$ cat config.mk
export PLATFORM = sky130hd
export DESIGN_NAME = lerp_pipe
export DESIGN_NICKNAME = d
export VERILOG_FILES = /design/src/rtl/nco_pkg.sv /design/src/rtl/lerp_stage_reg.sv /design/src/rtl/lerp_pipe.sv
export SDC_FILE = /design/constraint.sdc
export NUM_CORES = 1
export LEC_CHECK = 0
export ABC_AREA = 1
export ABC_CLOCK_PERIOD_IN_PS = 5400
export CORE_MARGIN = 1
export CORE_UTILIZATION = 60
export CTS_BUF_LIST = sky130_fd_sc_hd__clkbuf_4
export CTS_CLUSTER_DIAMETER = 100
export DETAILED_ROUTE_END_ITERATION = 8
export PLACE_DENSITY = 0.81
export SLEW_MARGIN = 20
export SYNTH_ARGS = -nofsm -noshare
export SYNTH_HDL_FRONTEND = slang
export SYNTH_SLANG_ARGS = --single-unit
export TNS_END_PERCENT = 1
$ cat constraint.sdc
create_clock -name clk -period 5.4 [get_ports clk]
set_input_delay 1.08 -clock clk [delete_from_list [all_inputs] [get_ports clk]]
set_output_delay 1.08 -clock clk [all_outputs]
set_load 0.05 [all_outputs]
$ cat src/rtl/nco_pkg.sv
// nco_pkg: shared types and constants for the NCO datapath.
//   SAMPLE_W     sine-table sample width
//   LERP_FRAC_W  interpolation fraction width
//   LERP_TAG_W   voice/channel tag width
//   sample_t     signed table sample
//   lerp_stage_t canonical layout of one interpolator pipeline stage at the
//                default widths; 'arith' carries the difference in S1, the
//                scaled product in S2 and the result in S3.
package nco_pkg;
  localparam int SAMPLE_W     = 12;
  localparam int LERP_FRAC_W  = 8;
  localparam int LERP_TAG_W   = 2;
  localparam int LERP_ARITH_W = SAMPLE_W + LERP_FRAC_W + 2;

  typedef logic signed [SAMPLE_W-1:0] sample_t;

  typedef struct packed {
    logic                           valid;
    logic [LERP_TAG_W-1:0]          tag;
    sample_t                        first;
    logic [LERP_FRAC_W-1:0]         frac;
    logic signed [LERP_ARITH_W-1:0] arith;
  } lerp_stage_t;
endpackage

$ cat src/rtl/lerp_stage_reg.sv
// lerp_stage_reg: one valid/ready pipeline register slot.
//   clk, reset_n          clock, asynchronous active-low reset (valid only)
//   in_valid/in_ready     upstream handshake; in_ready = ~valid | out_ready
//   in_data               payload captured on an accepted transfer
//   out_valid/out_ready   downstream handshake
//   out_data              registered payload
// Only the valid bit is reset; the payload is qualified by it.
module lerp_stage_reg
  import nco_pkg::*;
#(
  parameter int PAYLOAD_W = 8
) (
  input  logic                 clk,
  input  logic                 reset_n,
  input  logic                 in_valid,
  output logic                 in_ready,
  input  logic [PAYLOAD_W-1:0] in_data,
  output logic                 out_valid,
  input  logic                 out_ready,
  output logic [PAYLOAD_W-1:0] out_data
);
  logic                 vld_q;
  logic [PAYLOAD_W-1:0] data_q;

  // Slot can take new data when empty or when its content leaves this edge.
  assign in_ready = ~vld_q | out_ready;

  always_ff @(posedge clk or negedge reset_n) begin
    if (!reset_n) begin
      vld_q <= 1'b0;
    end else if (in_ready) begin
      vld_q <= in_valid;
    end
  end

  always_ff @(posedge clk) begin
    if (in_valid && in_ready) begin
      data_q <= in_data;
    end
  end

  assign out_valid = vld_q;
  assign out_data  = data_q;
endmodule

$ cat src/rtl/lerp_pipe.sv
// lerp_pipe: 3-stage handshaked signed linear interpolator.
//   out = first + ((second - first) * frac) >>> FRAC_BITS
// Build option: define LERP_ROUND_EN to add 2^(FRAC_BITS-1) before the shift
// (round half up); otherwise the shift floors toward -inf. Latency is 3 in
// both builds.
// Ports:
//   clk, reset_n                 clock, asynchronous active-low reset
//   in_valid/in_ready            input handshake
//   in_first, in_second          signed samples at table index n, n+1
//   in_frac                      unsigned fractional phase
//   in_tag                       channel id, passed through
//   out_valid/out_ready          output handshake
//   out_data, out_tag            interpolated sample and its channel id
//   busy                         any stage holds valid data
module lerp_pipe
  import nco_pkg::*;
#(
  parameter int WIDTH     = SAMPLE_W,
  parameter int FRAC_BITS = LERP_FRAC_W,
  parameter int TAG_W     = LERP_TAG_W
) (
  input  logic                    clk,
  input  logic                    reset_n,
  input  logic                    in_valid,
  output logic                    in_ready,
  input  logic signed [WIDTH-1:0] in_first,
  input  logic signed [WIDTH-1:0] in_second,
  input  logic [FRAC_BITS-1:0]    in_frac,
  input  logic [TAG_W-1:0]        in_tag,
  output logic                    out_valid,
  input  logic                    out_ready,
  output logic signed [WIDTH-1:0] out_data,
  output logic [TAG_W-1:0]        out_tag,
  output logic                    busy
);
  localparam int DIFF_W = WIDTH + 1;
  localparam int PROD_W = WIDTH + FRAC_BITS + 2;

  typedef struct packed {
    logic [TAG_W-1:0]          tag;
    logic signed [WIDTH-1:0]   first;
    logic [FRAC_BITS-1:0]      frac;
    logic signed [DIFF_W-1:0]  diff;
  } s1_t;

  typedef struct packed {
    logic [TAG_W-1:0]          tag;
    logic signed [WIDTH-1:0]   first;
    logic signed [PROD_W-1:0]  prod;
  } s2_t;

  typedef struct packed {
    logic [TAG_W-1:0]          tag;
    logic signed [WIDTH-1:0]   res;
  } s3_t;

  // Signed difference times the fraction taken as a non-negative number.
  // Both operands are widened to PROD_W first so the product is exact.
  function automatic logic signed [PROD_W-1:0] scale_frac(
    input logic signed [DIFF_W-1:0] d,
    input logic [FRAC_BITS-1:0]     f
  );
    logic signed [PROD_W-1:0] d_ext;
    logic signed [PROD_W-1:0] f_ext;
    d_ext = PROD_W'(d);
    f_ext = PROD_W'($signed({1'b0, f}));
    return d_ext * f_ext;
  endfunction

  // The scaled step never exceeds the difference, so first + step lies
  // between first and second and fits WIDTH; modulo truncation is exact.
  function automatic logic signed [WIDTH-1:0] lerp_round(
    input logic signed [WIDTH-1:0]  first,
    input logic signed [PROD_W-1:0] prod
  );
    logic signed [PROD_W-1:0] biased;
    logic signed [PROD_W-1:0] step;
`ifdef LERP_ROUND_EN
    biased = prod + $signed(PROD_W'(1) << (FRAC_BITS - 1));
`else
    biased = prod;
`endif
    step = biased >>> FRAC_BITS;
    return first + WIDTH'(step);
  endfunction

  s1_t  s1_d, s1_p0;
  s2_t  s2_d, s2_p1;
  s3_t  s3_d, s3_p2;
  logic vld_p0, vld_p1, vld_p2;
  logic rdy_p0, rdy_p1, rdy_p2;

  // ---- S1: capture operands and their difference
  always_comb begin
    s1_d.tag   = in_tag;
    s1_d.first = in_first;
    s1_d.frac  = in_frac;
    s1_d.diff  = DIFF_W'(in_second) - DIFF_W'(in_first);
  end

  lerp_stage_reg #(.PAYLOAD_W($bits(s1_t))) u_s1 (
    .clk      (clk),
    .reset_n  (reset_n),
    .in_valid (in_valid),
    .in_ready (rdy_p0),
    .in_data  (s1_d),
    .out_valid(vld_p0),
    .out_ready(rdy_p1),
    .out_data (s1_p0)
  );

  // ---- S2: scale the difference by the fraction
  always_comb begin
    s2_d.tag   = s1_p0.tag;
    s2_d.first = s1_p0.first;
    s2_d.prod  = scale_frac(s1_p0.diff, s1_p0.frac);
  end

  lerp_stage_reg #(.PAYLOAD_W($bits(s2_t))) u_s2 (
    .clk      (clk),
    .reset_n  (reset_n),
    .in_valid (vld_p0),
    .in_ready (rdy_p1),
    .in_data  (s2_d),
    .out_valid(vld_p1),
    .out_ready(rdy_p2),
    .out_data (s2_p1)
  );

  // ---- S3: shift back and add to the base sample
  always_comb begin
    s3_d.tag = s2_p1.tag;
    s3_d.res = lerp_round(s2_p1.first, s2_p1.prod);
  end

  lerp_stage_reg #(.PAYLOAD_W($bits(s3_t))) u_s3 (
    .clk      (clk),
    .reset_n  (reset_n),
    .in_valid (vld_p1),
    .in_ready (rdy_p2),
    .in_data  (s3_d),
    .out_valid(vld_p2),
    .out_ready(out_ready),
    .out_data (s3_p2)
  );

  // ---- Output: payload registers are not reset, so qualify them by valid
  assign in_ready  = rdy_p0;
  assign out_valid = vld_p2;
  assign out_data  = vld_p2 ? s3_p2.res : '0;
  assign out_tag   = vld_p2 ? s3_p2.tag : '0;
  assign busy      = vld_p0 | vld_p1 | vld_p2;
endmodule

==> flow_summary.json <==
{
  "routed-via-count": 5187,
  "postSynth.asyncResetShare": 0.0385,
  "clk_pin_slew_ps": 130,
  "die_y_um": 113,
  "yosysWarnings": 0,
  "fin_util": 0.683,
  "start_util": 0.614,
  "clock-sinks": 78,
  "clk-insertion-delay-late_ps": 430,
  "skew_ps": 27.1,
  "cts-root-buf": "clkbuf_4",
  "stdcell_count": 1023,
  "synth_cell_types": 35,
  "cap_violations": 0,
  "wirelength_um": 14500,
  "synth_area_leaders": "edfxtp_1 (31%), fa_1 (22%), inv_1 (12%)",
  "cp.arrival_ps": 4900,
  "cp_max_fo": 12,
  "cts_htree_levels": 3,
  "required_ps": 5580,
  "drc": 0,
  "r2r_slack_ps": 680,
  "yosysMostFrequentCell": "inv_1",
  "cts_resized": 0,
  "fp.dieArea_um2": 12700,
  "drive_above_1_share": 0.0445,
  "syn_avg_cell_area_um2": 8.94,
  "yosys.area.top_type": "edfxtp_1",
  "startpoint_type": "register",
  "finalHoldViolCount": 0,
  "clockBufferDepth": 2,
  "drt-vias-per-instance": 5.07,
  "synthMuxAreaShare": 0,
  "io_buffer_count": 54,
  "synthFlopType": "edfxtp_1",
  "synthAdderAreaFrac": 0.315,
  "synth_compound_area_frac": 0.0421,
  "design.portCount": 55,
  "worstSetupEndpointType": "register",
  "status": "finished clean",
  "ys_ff_latch": 78,
  "fin_crit_sh": 0.875,
  "numCtsBuffers": 9,
  "track_usage": 0.254,
  "antenna_found_initial": 0,
  "die_w_um": 113,
  "yosysSeqAreaShare": 0.315,
  "tightest_slew_ps": 1020,
  "slew_headroom": 0.320,
  "synth_fp_nets": 1001,
  "period_minus_slack_ps": 4720,
  "path_class": "reg -> reg",
  "antenna_cells": 0,
  "gp_congestion": 0.873,
  "synth_top_family_by_area": "adder cells",
  "timing.fmax_mhz": 212,
  "cts_setup_buffers": 0,
  "wire_per_inst_um": 14.2,
  "cts_tree": "done",
  "tns_ps": 0,
  "grt_pass1_vias": 5368,
  "final-max-slew-violation-count": 0,
  "synth_xor_area_frac": 0.0438,
  "synth_area_um2": 7380,
  "synth_edf_count": 75,
  "synth_common_cells": "inv_1 (228), nand2_1 (193), fa_1 (80)",
  "gr-total-overflow": 0,
  "setup_viol": 0,
  "syn_inst": 825,
  "synth_top_area_frac": 0.305,
  "num_rows": 40,
  "firstDrtPassIters": 5,
  "drt_iter0_drc": 268,
  "min_path_type": "reg -> reg",
  "placedCellCount": 1007,
  "grt_pass1_wl_um": 25200,
  "core_area_um2": 12000,
  "rsz0062_at_grt": "false",
  "ctsHoldBuffers": 0,
  "yosys.area_share.simple": 0.155,
  "area.growth.synth_to_final_pct": 11.1,
  "grt_start_max_net_pins": 35,
  "num-nets-final": 1047,
  "final_antenna_net_count": 0,
  "place.detailed.hpwl_um": 11800
}
-- cell families (layout without fill, tap and decap cells) --
| family | after synthesis | in the layout |
|---|---|---|
| buffers and inverters | 252 | 303 |
| flip-flops | 78 | 78 |
| AND/OR/NAND/NOR | 265 | 265 |
| XOR/XNOR | 36 | 36 |
| AO/OA/AOI/OAI | 56 | 56 |
| adder cells (fa/ha/maj) | 138 | 138 |
-- worst paths after layout --
| kind | from | to | depth (start not counted) |
|---|---|---|---|
| worst max-delay path | u_s1.out_data[13] | u_s2.out_data[19] | 18 |
| worst min-delay path | u_s1.out_data[32] | u_s2.out_data[33] | 0 |
| min in group asynchronous | reset_n | u_s2.out_valid | 1 |
| worst min register to register | u_s1.out_data[32] | u_s2.out_data[33] | 0 |
| worst max register to register | u_s1.out_data[13] | u_s2.out_data[19] | 18 |
| max in group asynchronous | reset_n | u_s3.out_valid | 1 |
-- worst max-delay path, stage by stage, from the launching register on --
cell and delay (ps):
edfxtp_1 610, nand2_1 210, inv_1 100, fa_1 540, inv_1 160, fa_1 570
inv_1 50, fa_1 470, inv_1 60, fa_1 540, inv_1 40, ha_1 340
nand2_1 120, nor4_1 300, nand2_1 100, nand2_2 90, nand2_2 60, nand3_1 60
nand2_1 50
-- sequential cells by signal (all words and copies together), names as in the netlist --
signal and count:
u_s1.out_data 35, u_s2.out_data 26, u_s3.out_data 14, u_s1.out_valid 1, u_s2.out_valid 1, u_s3.out_valid 1
-- routing by layer --
layer,wire (um),vias up,track usage
li1,-,2571,-
met5,0,-,0
met1,6270,2452,0.334
met4,380,0,0.0816
met2,7260,135,0.440
met3,609,29,0.0354
-- cell type report --
cell class / instances / area, um2
sequential: 78 / 2330
clock inverter: 6 / 86.3
clock buffer: 10 / 75.1
fill: 919 / 3810
multi-input combinational: 495 / 4100
inverter: 231 / 867
timing repair buffer: 56 / 556
tap: 147 / 184
-- placed cells by master, fill, tap and decap left out, types with 3 or more instances in the layout --
cell,n
a21o_1,3
a21oi_1,31
clkbuf_4,10
clkdlybuf4s50_1,54
dfrtp_1,3
edfxtp_1,75
fa_1,80
ha_1,58
inv_1,228
nand2_1,193
nand2_2,8
nand2_4,4
nand3_1,22
nand3_2,3
nand3b_1,3
nand4_1,5
nor2_1,20
nor3_1,3
o21ai_0,10
o21ai_1,4
xnor2_1,7
xor2_1,28
-- per-stage QoR --
stage	instance area [um2]	setup slack, ps	hold slack (ps)
final	8200	677	433
after global routing	8200	302	442
after CTS	8200	678	435
after detailed placement	8040	722	405
after global placement	8040	831	401
after floorplan	7380	1170	400
Power is not shown: default switching activity piles up to over one toggle a cycle in this logic, so the estimate is an artifact.
